===== src/rtl/seq_serializer.sv =====
// Parallel-to-serial stage feeding the pattern detector input x.
// One word shifts out of sreg while a second may wait in hold, so back-to-back words leave no gap.
module seq_serializer #(
    parameter int unsigned WIDTH     = 8,
    parameter bit          MSB_FIRST = 1'b1,
    parameter bit          IDLE_BIT  = 1'b1
) (
    input  logic             clk,
    input  logic             reset,
    input  logic [WIDTH-1:0] din,
    input  logic             din_valid,
    output logic             din_ready,
    output logic             x,
    output logic             x_valid,
    output logic             word_done,
    output logic             busy
);

    localparam int unsigned    CW   = $clog2(WIDTH);
    localparam logic [CW-1:0]  LAST = CW'(WIDTH - 1);

    typedef enum logic {IDLE, SHIFT} state_t;

    state_t           state, state_next;
    logic [WIDTH-1:0] sreg, hold;
    logic [CW-1:0]    cnt, bit_idx;
    logic             hold_full;
    logic             accept, last;
    logic             load_din, load_hold, write_hold;

    assign din_ready = !hold_full;
    assign accept    = din_valid && din_ready;
    assign last      = (state == SHIFT) && (cnt == LAST);

    always_ff @(posedge clk or negedge reset) begin
        if (!reset) state <= IDLE;
        else        state <= state_next;
    end

    // On the last bit a held word takes priority over a fresh accept.
    // din_ready is low whenever hold is full, so the two never coincide.
    always_comb begin
        state_next = state;
        load_din   = 1'b0;
        load_hold  = 1'b0;
        write_hold = 1'b0;
        case (state)
            IDLE: begin
                if (accept) begin
                    load_din   = 1'b1;
                    state_next = SHIFT;
                end
            end
            SHIFT: begin
                if (cnt != LAST)   write_hold = accept;
                else if (hold_full) load_hold = 1'b1;
                else if (accept)    load_din  = 1'b1;
                else                state_next = IDLE;
            end
            default: state_next = IDLE;
        endcase
    end

    always_ff @(posedge clk or negedge reset) begin
        if (!reset) begin
            sreg      <= '0;
            hold      <= '0;
            cnt       <= '0;
            hold_full <= 1'b0;
        end else begin
            if (load_din) begin
                sreg <= din;
                cnt  <= '0;
            end else if (load_hold) begin
                sreg <= hold;
                cnt  <= '0;
            end else if (last) begin
                cnt  <= '0;
            end else if (state == SHIFT) begin
                cnt  <= cnt + 1'b1;
            end

            if (write_hold)     hold <= din;
            if (write_hold)     hold_full <= 1'b1;
            else if (load_hold) hold_full <= 1'b0;
        end
    end

    assign bit_idx   = MSB_FIRST ? (LAST - cnt) : cnt;
    assign x_valid   = (state == SHIFT);
    assign x         = x_valid ? sreg[bit_idx] : IDLE_BIT;
    assign word_done = last;
    assign busy      = x_valid || hold_full;

endmodule


===== config.mk =====
export PLATFORM = sky130hd
export DESIGN_NAME = seq_serializer
export DESIGN_NICKNAME = d
export VERILOG_FILES = /design/src/rtl/seq_serializer.sv
export SDC_FILE = /design/constraint.sdc
export NUM_CORES = 1
export LEC_CHECK = 0
export ABC_AREA = 1
export CORE_ASPECT_RATIO = 1.25
export CORE_MARGIN = 4
export CORE_UTILIZATION = 57
export CTS_CLUSTER_DIAMETER = 60
export DETAILED_ROUTE_END_ITERATION = 8
export GPL_TIMING_DRIVEN = 0
export PLACE_DENSITY = 0.82
export SETUP_SLACK_MARGIN = 0.15
export SLEW_MARGIN = 25
export SYNTH_ARGS = -nofsm -noshare
export SYNTH_HDL_FRONTEND = slang
export SYNTH_SLANG_ARGS = --single-unit

===== constraint.sdc =====
create_clock -name clk -period 2.6 [get_ports clk]
set_input_delay 0.52 -clock clk [delete_from_list [all_inputs] [get_ports clk]]
set_output_delay 0.52 -clock clk [all_outputs]
set_load 0.02 [all_outputs]

==> results of run 1 <==
[cells in the final DEF (no fill, tap or decap), types with 2 or more instances in the layout]
cell type / n
nand3_1: 23
inv_1: 14
clkbuf_4: 3
nand2_2: 8
nor2_8: 4
o21ai_0: 4
dfrtp_1: 20
nand2_1: 46
nand2_4: 2
inv_4: 2
clkdlybuf4s50_1: 13
o21ai_2: 4
[cell usage after synthesis]
library cell,instances,share of area
nor2_8,4,0.070
o21ai_1,1,0.0044
dfrtp_1,21,0.46
o21ai_2,4,0.031
nor2_4,1,0.0099
nand2_1,46,0.15
ha_1,2,0.022
inv_2,1,0.0033
nand2_2,8,0.044
nand3_1,23,0.10
inv_1,14,0.046
buf_6,1,0.0099
inv_4,2,0.011
o21ai_0,4,0.018
nand2_4,2,0.020
[metal layers]
| layer | vias to the layer above | track usage | wire length (µm) |
|---|---|---|---|
| li1 | 463 | - | - |
| met1 | 395 | 0.252 | 951 |
| met2 | 11 | 0.278 | 956 |
| met3 | 4 | 0.0280 | 64 |
| met4 | 0 | 0.0808 | 45 |
| met5 | - | 0 | 0 |
[kinds of logic (layout without fill, tap and decap cells)]
kind of cell	count (synthesis)	after routing	synth area share
adders and majority gates	2	2	0.0219
DFF	21	21	0.460
AOI/OAI and AO/OA	9	9	0.0526
and+or+nand+nor	84	84	0.395
buffers and inverters	18	37	0.0701
[flip-flops by register name, summed over array words and instances, names as in the netlist]
name,flops
hold,8
hold_full,1
cnt,3
x_valid,1
sreg,8
[how the worst max path moves through the flow]
stage | start | end
3_5_place_dp | cnt[0] | word_done
5_1_grt | cnt[0] | x
6_report | cnt[0] | x
2_1_floorplan | cnt[0] | word_done
3_3_place_gp | cnt[0] | word_done
4_1_cts | cnt[0] | x
[final cells by class]
cell class | count | area (µm²)
well taps | 19 | 23.8
clock buffers | 4 | 26.3
flip-flops and latches | 21 | 527
repair buffers | 15 | 144
multi-input cells | 95 | 539
fillers | 145 | 489
inverters | 17 | 68.8
plain buffers | 1 | 11.3
[critical path: stages (launching register included)]
cell and delay (ns):
dfrtp_2 0.46, inv_1 0.15, nand2_1 0.06, nand3_1 0.07, nand3_1 0.07, nand3_1 0.08, clkdlybuf4s50_1 0.60
[where the power goes]
part	internal [mW]	switching, mW
sequential	0.482	0.115
clock	0.0598	0.0947
combinational	0.310	0.447
total	0.852	0.657
[per-stage QoR]
step | util | instance area [µm²] | worst slack, ns | hold WS, ns | std cells
after floorplan | - | 1140 | 0.924 | 0.224 | 134
after global placement | 0.720 | 1320 | 0.330 | 0.457 | 168
after detailed placement | 0.720 | 1320 | 0.277 | 0.463 | 168
after CTS | 0.735 | 1350 | 0.272 | 0.490 | 172
after global routing | 0.733 | 1340 | 0.184 | 0.164 | 172
final | 0.733 | 1340 | 0.298 | 0.142 | 172
[what timing repair did]
action	CTS	global route
endpoints found under the setup margin	1	0
hold buffers	0	0
buffers inserted	0	0
resized for setup	3	0
==> impl_metrics.ini, run 1 <==
[sta]
max_freq_ghz = 0.434
skew_ns = 0.00798
finalSetupTns_ns = 0
min_period_ns = 2.30
relSlewSlack = 0.697
final-hold-violation-count = 0
final-max-slew-violation-count = 0
worstMarginPinSlew_ns = 0.454
fin_crit_sh = 0.885
setup_viol = 0
rsz0062_at_grt = false

[synthesis]
ys_seq_area_frac = 0.460
synthCells = 134
synth_area_mm2 = 0.00114
ys_seq_elements = 21
yosysUniqueCellTypes = 15
syn_nets = 147
postSynthAreaPerCell_um2 = 8.52
yosys_warnings = 0

[clocking]
clock-sinks = 21
cts-root-buf = clkbuf_4
clkTransAtPathRegs_ns = 0.11
cts_tree = built
h-tree-depth = 1
numCtsBuffers = 3
clkLatencyLatePin_ns = 0.30
cts.path.max_buffers = 2

[global_route]
grt_pass1_vias = 806
grt_antenna_before_repair = 0
grt_pass1_wl_um = 3660
grt_max_degree = 22
gr-total-overflow = 0
track_usage = 0.183

[drt]
drtAntennaViolNets = 0
drt_pass1_iterations = 4
via_per_inst = 5.08
drt_iter0_markers = 14
vias = 873
routed_wl_um = 2020
avgRoutedWirePerCell_um = 11.7
drc = 0

[power_and_ir_drop]
total_power_mw = 1.51
vdd_drop_max_v = 0.000696
cellPowerDensity_mw_per_mm2 = 1130
power.leakage_nw = 0.704

[worst_hold_path]
min_path_type = in2async

[die]
die_w_um = 48.0
num_rows = 17
fp.coreArea_mm2 = 0.00183
dieHeight_um = 58.1
pin_count = 16
initial_utilization = 0.624
die_area_mm2 = 0.00279

[setup_path]
cp_max_fo = 6
ff2ff_setup_slack_ns = 1.02
crit_path_start_kind = flip-flop
crit_type = reg2out
cp-end-kind = output pin
critical_path_arrival_ns = 1.78
reg2reg_from = cnt[0]
reg2reg_depth = 7
r2r_end = hold[2]
critical_path_required_ns = 2.08

[outcome]
status = finished, final reports clean

[place]
dpl.hpwl_um = 1530
place.gp.congestion = 0.784
port_buffers = 15

[finish]
n_antenna_cell = 0
area_growth_pct = 17.3
drive_gt1_frac = 0.190
nets = 167

[run]
maxCapViolCount = 0
Power figures use the tool's default switching activity.
==> run 2: changes to the inputs <==
- CORE_UTILIZATION: 57 -> 50
- PLACE_DENSITY: 0.82 -> 0.73
==> impl_metrics.ini, run 2 (same netlist as run 1, synthesis figures left out) <==
[global_route]
grt_pass1_wl_um = 3720
grt_pass1_vias = 860
track_usage = 0.162
grt_max_degree = 22
gr-total-overflow = 0
grt_antenna_before_repair = 0

[drt]
wl_met2_um = 1040
vias = 899
top_layer = met4
drt_pass1_iterations = 4
drc = 0
routed_wl_um = 2080
wl_met1_um = 907
drt_iter0_markers = 26
drtAntennaViolNets = 0
via_per_inst = 4.86
met3_length_um = 74
avgRoutedWirePerCell_um = 11.2

[sta]
setup_slack_ns = 0.363
final-hold-violation-count = 0
skew_ns = 0.00118
final-max-slew-violation-count = 0
worstMarginPinSlew_ns = 0.482
setup_viol = 0
rsz0062_at_grt = false
fin_crit_sh = 0.860
max_freq_ghz = 0.447
relSlewSlack = 0.679
finalSetupTns_ns = 0
min_period_ns = 2.24

[setup_path]
critical_path_arrival_ns = 1.72
critical_path_required_ns = 2.08
crit_path_start_kind = flip-flop
ff2ff_setup_slack_ns = 1.06
cp_max_fo = 4
cp-end-kind = output pin
crit_type = reg2out

[clocking]
cts_hold_buf = 0
cts-root-buf = clkbuf_4
cts.path.max_buffers = 2
clock-sinks = 21
cts_tree = built
clkTransAtPathRegs_ns = 0.11
h-tree-depth = 1
numCtsBuffers = 3
clkLatencyLatePin_ns = 0.30

[place]
place.gp.congestion = 0.755
place_ws_ns = 0.309
port_buffers = 15
placed_cell_area_mm2 = 0.00133
dpl.hpwl_um = 1560

[outcome]
status = finished, final reports clean

[worst_hold_path]
min_path_type = in2async

[power_and_ir_drop]
total_power_mw = 1.52
power.leakage_nw = 0.721
cellPowerDensity_mw_per_mm2 = 1110
vdd_drop_max_v = 0.000554

[finish]
n_antenna_cell = 0
area_growth_pct = 19.4
nets = 168
mostFrequentLayoutCell = nand2_1
mostFrequentLayoutCells = nand2_1 (46), nand3_1 (23), dfrtp_1 (21)
top_regs = hold x8, sreg x8, cnt x3
drive_gt1_frac = 0.188
fin_area_mm2 = 0.00136

[die]
die_w_um = 50.8
die_area_mm2 = 0.00312
dieHeight_um = 61.4
pin_count = 16
initial_utilization = 0.522
num_rows = 19
fp.coreArea_mm2 = 0.00219

[run]
maxCapViolCount = 0
run 2: final timing paths:
kind / start / end / cells past startpoint
worst max-delay path: cnt[1] / word_done / 5
worst min-delay path: reset / x_valid / 1
worst max register to register: cnt[1] / hold[2] / 7
worst min register to register: hold[6] / hold[6] / 2
max in group asynchronous: reset / hold[1] / 1
min in group clk: hold[6] / hold[6] / 2
run 2: what timing repair did:
item | in CTS | in global routing
gates resized for setup | 2 | 1
hold endpoints to repair | 0 | 0
setup endpoints to repair | 1 | 1
buffers inserted | 1 | 0
run 2: power breakdown:
| group | internal, mW | leakage, nW | total (mW) | switching (mW) |
|---|---|---|---|---|
| Clock | 0.0599 | 0.0150 | 0.158 | 0.0986 |
| Sequential | 0.480 | 0.257 | 0.589 | 0.108 |
| Combinational | 0.315 | 0.449 | 0.771 | 0.455 |
| Total | 0.856 | 0.721 | 1.52 | 0.662 |
run 2: area by class of cell:
| type | count | area (µm²) |
|---|---|---|
| Multi-Input combinational cell | 95 | 539 |
| Tap cell | 31 | 38.8 |
| Timing Repair Buffer | 16 | 154 |
| Inverter | 17 | 68.8 |
| Fill cell | 195 | 823 |
| Buffer | 1 | 11.3 |
| Sequential cell | 21 | 526 |
| Clock buffer | 4 | 26.3 |
run 2: worst max-delay path, stage by stage (launching register included):
cell           delay, ns
dfrtp_1             0.42
ha_1                0.18
ha_2                0.26
nand2_2             0.12
inv_1               0.11
dlygate4sd2_1       0.33
run 2: metal layers:
metal,vias up,track usage
met4,0,0.104
met5,-,0
met2,14,0.280
met1,416,0.187
met3,5,0.0291
li1,464,-
run 2: through the flow:
stage	hold slack [ns]	util	instances
final	0.154	0.624	185
after global routing	0.167	0.624	185
after CTS	0.490	0.625	185
after detailed placement	0.462	0.609	180
after global placement	0.457	0.609	180
after floorplan	0.224	-	134
